[src/rtl/pm_access_controller.sv]
// Access sequencer for the single-port program memory: loader writes during BOOT,
// fetch reads (with bounded loader starvation) during RUN, fixed-latency read return.
module pm_access_controller #(
  parameter int ADDR_W       = 5,
  parameter int DATA_W       = 32,
  parameter int STARVE_LIMIT = 4
) (
  input  logic              clk,
  input  logic              rst,
  input  logic              ld_valid,
  output logic              ld_ready,
  input  logic [ADDR_W-1:0] ld_addr,
  input  logic [DATA_W-1:0] ld_data,
  input  logic              ld_last,
  input  logic              fetch_req,
  input  logic [ADDR_W-1:0] fetch_addr,
  output logic              fetch_gnt,
  output logic              inst_valid,
  output logic [DATA_W-1:0] inst_out,
  output logic              boot_done,
  output logic [ADDR_W:0]   load_count,
  output logic [ADDR_W-1:0] pm_address,
  output logic              pm_rd,
  output logic              pm_wr,
  output logic [DATA_W-1:0] pm_wdata,
  input  logic [DATA_W-1:0] pm_inst
);

  localparam int SW = $clog2(STARVE_LIMIT + 1);

  typedef enum logic {
    ST_BOOT = 1'b0,
    ST_RUN  = 1'b1
  } state_t;

  state_t        state_q, state_d;
  logic [SW-1:0] starve_q, starve_d;
  logic          starve_hit;
  logic          ld_acc;
  logic          rd_pipe_q;

  // Handshakes: a loader beat transfers in a cycle where ld_valid && ld_ready;
  // a fetch transfers in a cycle where fetch_gnt (which implies fetch_req).
  // Both responses are combinational and at most one of them is granted per cycle.
  assign starve_hit = (starve_q == SW'(STARVE_LIMIT));
  assign ld_acc     = ld_valid & ld_ready;

  always_comb begin
    state_d   = state_q;
    starve_d  = starve_q;
    fetch_gnt = 1'b0;
    ld_ready  = 1'b0;
    case (state_q)
      ST_BOOT: begin
        ld_ready = 1'b1;
        if (ld_valid && ld_last) state_d = ST_RUN;
      end
      ST_RUN: begin
        fetch_gnt = fetch_req & ~starve_hit;
        ld_ready  = ld_valid & (~fetch_req | starve_hit);
        // Count only fetch grants that overtook a waiting loader beat.
        if (!ld_valid || ld_ready) starve_d = '0;
        else if (fetch_gnt)        starve_d = starve_q + 1'b1;
      end
      default: state_d = ST_BOOT;
    endcase
  end

  always_ff @(posedge clk or posedge rst) begin
    if (rst) begin
      state_q    <= ST_BOOT;
      starve_q   <= '0;
      boot_done  <= 1'b0;
      load_count <= '0;
    end else begin
      state_q   <= state_d;
      starve_q  <= starve_d;
      boot_done <= (state_d == ST_RUN);
      if (ld_acc && (load_count != '1)) load_count <= load_count + 1'b1;
    end
  end

  // Memory-side strobes are registered; address/data hold when idle.
  always_ff @(posedge clk or posedge rst) begin
    if (rst) begin
      pm_rd      <= 1'b0;
      pm_wr      <= 1'b0;
      pm_address <= '0;
      pm_wdata   <= '0;
    end else begin
      pm_rd <= fetch_gnt;
      pm_wr <= ld_acc;
      if (fetch_gnt) begin
        pm_address <= fetch_addr;
      end else if (ld_acc) begin
        pm_address <= ld_addr;
        pm_wdata   <= ld_data;
      end
    end
  end

  // Read return: strobe at E0, memory registers at E1, capture at E2.
  always_ff @(posedge clk or posedge rst) begin
    if (rst) begin
      rd_pipe_q  <= 1'b0;
      inst_valid <= 1'b0;
      inst_out   <= '0;
    end else begin
      rd_pipe_q  <= pm_rd;
      inst_valid <= rd_pipe_q;
      if (rd_pipe_q) inst_out <= pm_inst;
    end
  end

endmodule
[config.mk]
export PLATFORM = sky130hd
export DESIGN_NAME = pm_access_controller
export DESIGN_NICKNAME = d
export VERILOG_FILES = /design/src/rtl/pm_access_controller.sv
export SDC_FILE = /design/constraint.sdc
export NUM_CORES = 1
export LEC_CHECK = 0
export ABC_AREA = 1
export BUFFER_PORTS_ARGS = -buffer_cell sky130_fd_sc_hd__buf_2
export CAP_MARGIN = 30
export CORE_ASPECT_RATIO = 0.9
export CORE_MARGIN = 2
export CORE_UTILIZATION = 46
export DETAILED_ROUTE_END_ITERATION = 10
export PLACE_DENSITY_LB_ADDON = 0.25
export SETUP_SLACK_MARGIN = 0.3
export SYNTH_ARGS = -nofsm -noshare
export SYNTH_HDL_FRONTEND = slang
export SYNTH_SLANG_ARGS = --single-unit
[constraint.sdc]
create_clock -name clk -period 2.8 [get_ports clk]
set_input_delay 0.14 -clock clk [delete_from_list [all_inputs] [get_ports clk]]
set_output_delay 0.14 -clock clk [all_outputs]
set_load 0.05 [all_outputs]
## Word level (Yosys, flattened, before mapping)

Index checks and enable logic that the tools add are counted.

- Output and inout port bits: 81
- Register bits after elaboration: 83
- Logic and storage cells: 38
- Input port bits: 79

- Multiplexer cells: 8
- $add $sub $neg: 2
- Reductions and logical operators: 8
- Bitwise logic cells: 8
- Eq/ne operators: 2

Operator list:

| cell | count |
|---|---|
| 2-to-1 mux 5 bit | 2 |
| adder 6 x 1 -> 6 bit (second input constant) | 1 |
| 2-to-1 mux 3 bit | 2 |
| != test 6 bit (second input constant) | 1 |
| NOT 1 bit | 4 |
| AND reduction 2 bit | 2 |
| nonzero test 2 bit | 2 |
| adder 3 x 1 -> 3 bit (second input constant) | 1 |
| AND 1 bit | 3 |
| equality test 3 bit (second input constant) | 1 |
| 2-to-1 mux 1 bit | 3 |
| logical AND 1 bit | 2 |
| one-hot mux 1 bit (2 select lines) | 1 |
| zero test 1 bit | 1 |
| logical OR 1 bit | 1 |
| OR 1 bit | 1 |

## Logic depth before layout (Yosys ltp)

- Depth after elaboration: 7
- Depth in mapped cells: 10
- Mapped depth without buffers: 8

## Worst setup path after synthesis

No wires, ideal clock.

- Path type: register to output
- From: register starve_q[0]
- To: output port ld_ready
- Required time: 2.660 ns
- Slack: 0.826 ns
- Buffers on the path: 0
- Arrival: 1.834 ns
- Stages on the path, launching flop included: 7
- Path through: dfrtp_1 inv_1 ha_1 nand2_1 nand2_1 inv_1 o21ai_0

- Longest elaborated chain between the ends: 4

Ends and longest elaborated chain:

| element | line | RTL |
|---|---|---|
| start: declaration | 37 | `logic [SW-1:0] starve_q, starve_d;` |
| start signal: assignment | 77 | `starve_q <= starve_d;` |
| equality test 3 bit | 45 | `assign starve_hit = (starve_q == SW'(STARVE_LIMIT));` |
| OR 1 bit | 60 | `ld_ready = ld_valid & (~fetch_req \| starve_hit);` |
| AND 1 bit | 60 |  |
| one-hot mux 1 bit (2 select lines) | 53 | `case (state_q)` |
| end: declaration | 11 | `output logic ld_ready,` |

Every way passes these cells.

## Worst setup path after layout

- From: register starve_q[0]
- To: register pm_address[4]

- Longest elaborated chain between the ends: 6
- Elaborated cells between the ends (all ways): 10
- Those cells by class: 1 x eq/ne; 3 x mux; 5 x bitwise; 1 x reduce/logical

Ends and longest elaborated chain:

| element | line | RTL |
|---|---|---|
| equality test 3 bit * | 45 |  |
| OR 1 bit | 60 |  |
| AND 1 bit | 60 |  |
| one-hot mux 1 bit (2 select lines) | 53 |  |
| AND 1 bit | 46 | `assign ld_acc = ld_valid & ld_ready;` |
| nonzero test 2 bit (no line) | - |  |
| end signal: assignment | 94 | `pm_address <= fetch_addr;` |
| end signal: assignment | 96 | `pm_address <= ld_addr;` |
| end: declaration | 22 | `output logic [ADDR_W-1:0] pm_address,` |

Every way passes the cells marked *; elsewhere a longest branch is shown, timed or not.
A chain may end at the register's enable or synchronous reset.

==> metrics.cfg <==
[status]
outcome = finished, final reports clean

[sta]
worst_pin_slew_ps = 834
slew_headroom_pct = 44.3
setup_viol = 0
fin_crit_sh_pct = 76.6
fmax_mhz = 466
hold_violations = 0
fin_skew_ps = 8.69
slew_viol_final = 0
fin_crit_ps = 2140
fin_hold_ws_ps = 16.9
fin_setup_tns_ps = 0
rsz0062_at_grt = false

[min_path]
min-delay-path-class = primary input to flop
whs_path_depth = 2
hold_start = pm_inst[26]
min_to = inst_out[26]

[clocking]
ctsHtreeMaxLevel = 3
tritoncts = done
cts_setup_buffers = 0
clock_tree.buffer_depth = 2
numCtsBuffers = 9
cts_root_buf = clkbuf_8
clkSinkCount = 83
clkTransAtPathRegs_ps = 80
clock_latency_ps = 350

[drt]
dr.pass1.iters = 4
vias_per_cell = 4.68
num_vias = 2848
drc = 0
detail_route.wl_per_cell_um = 13.0
first_iter_violations = 78
wirelength_um = 7910
ant_nets = 0

[placed_design]
dp_hpwl_um = 5200
place_congestion = 0.774
io_buffers = 159
dp.cells = 554

[final_layout]
fin_cells = 609
num-nets-final = 593
layout-drive-gt1-share_pct = 41.3
area_growth_pct = 44.4
diodes = 0

[setup_path]
startpoint = starve_q[0]
rrSetupSlack_ps = 660
critPathMaxFanout = 38
crit_required_ps = 3080
r2r-end = pm_address[4]
arrival_ps = 2430
end_kind = flop
cp-start-kind = flop
path_class = flop to flop
r2r-start = starve_q[0]
r2r_cells = 9

[power_and_ir_drop]
p_per_area_nw_per_um2 = 698
finalPower_mw = 3.31
p_leak_nw = 2.58
max-vdd-ir-drop_mv = 0.401
switching_power_mw = 1.27
clockPowerShare_pct = 26.0
pwr-share-comb_pct = 30.4
switching_share_pct = 38.4
p_int_mw = 2.04
seq_power_share_pct = 43.5

[floorplanning]
dieArea_sq_um = 7820
rows = 29
start_util_pct = 47.1
core_area_sq_um = 6970
num_io_pins = 160
die-width_um = 93
die_h_um = 84.1

[synth]
yosysSeqAreaShare_pct = 63.3
avgSynthCellArea_sq_um = 10.6
synth_area_leaders = dfrtp_1, nand2_1, mux2_2, nand3_1, inv_1
ys_warn_count = 0
syn_area_sq_um = 3280
ys_ff_latch = 83
synth_cell_types = 20
yosysTopAreaCellShare_pct = 63.3
syn_nets = 392
syn_inst = 310
synth_top_cell_by_area = dfrtp_1

[grt]
grt.overflow.total = 0
grt_max_degree = 51
antenna_found_initial = 0
grt_pass1_vias = 2737
grt_pass1_wl_um = 12700
grt_usage_pct = 20.6

[job]
cap_violations = 0

-- layer usage --
layer / vias up / global-route usage, % / wire length [um]
li1: 1375 / - / -
met1: 1311 / 26.2 / 3290
met2: 143 / 33.7 / 3740
met3: 19 / 4.97 / 700
met4: 0 / 9.36 / 172
met5: - / 0 / 0
-- placed cells by master (no fill, tap or decap), types with 2 or more instances in the layout --
cell type | netlist | routed
mux2_2 | 30 | 30
clkinv_2 | 0 | 3
dfrtp_1 | 83 | 83
nor2_1 | 4 | 4
xnor2_1 | 2 | 2
buf_2 | 7 | 159
buf_4 | 0 | 4
dlygate4sd3_1 | 0 | 39
mux2_1 | 2 | 2
inv_1 | 11 | 10
ha_1 | 3 | 3
nand2_1 | 142 | 142
nand3_1 | 10 | 10
o21ai_0 | 3 | 3
clkbuf_8 | 0 | 9
xor2_1 | 2 | 2
-- critical path, cell delays in order, from the launching register on --
cell,delay [ps]
dfrtp_1,380
inv_1,100
ha_1,160
nand2_1,80
nand3_2,100
nand2_2,70
inv_2,450
nand2_1,120
nand3_1,90
dlygate4sd3_1,540
-- sequential cells by signal (all words and copies together) (netlist names) --
| signal | cells |
|---|---|
| inst_out | 32 |
| pm_wdata | 32 |
| load_count | 6 |
| pm_address | 5 |
| starve_q | 3 |
| inst_valid | 1 |
| pm_rd | 1 |
| pm_wr | 1 |
| rd_pipe_q | 1 |
| state_q | 1 |
-- what timing repair did --
item                                    CTS  global route
hold buffers                             37             2
resized for setup                         0             0
endpoints found under the hold margin    83             2
endpoints found under the setup margin    0             0
-- power groups by stage --
stage	registers, mW	clock network (mW)	logic, mW
after floorplan	1.95	0	0.217
after global placement	1.46	0	0.954
after global routing	1.46	0.938	1.07
after detailed placement	1.46	0	0.968
after CTS	1.44	0.876	1.01
final	1.44	0.860	1.01
-- cell type report --
| cell class | instances | area [sq um] |
|---|---|---|
| tap | 93 | 116 |
| inverter | 12 | 46.3 |
| fill | 549 | 2230 |
| multi-input combinational | 203 | 1080 |
| timing repair buffer | 202 | 1220 |
| sequential | 83 | 2080 |
| clock inverter | 7 | 76.3 |
| clock buffer | 9 | 124 |
-- kinds of logic after synthesis --
family                   count (synthesis)  synth area share [%]
XOR/XNOR                                 4                  1.07
multiplexers                            32                  11.0
flip-flops                              83                  63.3
AND/OR/NAND/NOR                        159                  18.9
buffers and inverters                   24                  3.70
adder cells (fa/ha/maj)                  3                  1.14
AO/OA/AOI/OAI                            5                 0.839
-- cell usage after synthesis --
master / instances
buf_6: 3
xor2_1: 2
nand2_2: 1
o21bai_1: 1
inv_2: 1
nor2_1: 4
inv_1: 11
buf_2: 7
o21ai_0: 3
nand3_2: 1
mux2_1: 2
dfrtp_1: 83
ha_1: 3
nand2_1: 142
nand4_1: 1
a21oi_1: 1
xnor2_1: 2
clkbuf_1: 2
nand3_1: 10
mux2_2: 30
-- through the flow --
stage | setup WS (ps) | cell area [sq um] | utilization (%)
after CTS | 621 | 4720 | 67.7
after global placement | 1190 | 4150 | 59.5
after detailed placement | 1100 | 4150 | 59.5
after floorplan | 523 | 3280 | -
final | 656 | 4740 | 68.0
after global routing | 466 | 4740 | 68.0
-- worst max-delay path by stage --
stage | end | cells after the start
finish | pm_address[4] | 9
global placement | load_count[5] | 9
CTS | pm_address[4] | 9
detailed placement | load_count[0] | 9
global route | pm_address[4] | 9
floorplan | inst_out[0] | 1
Note: power is estimated with default switching activity, not from simulation.
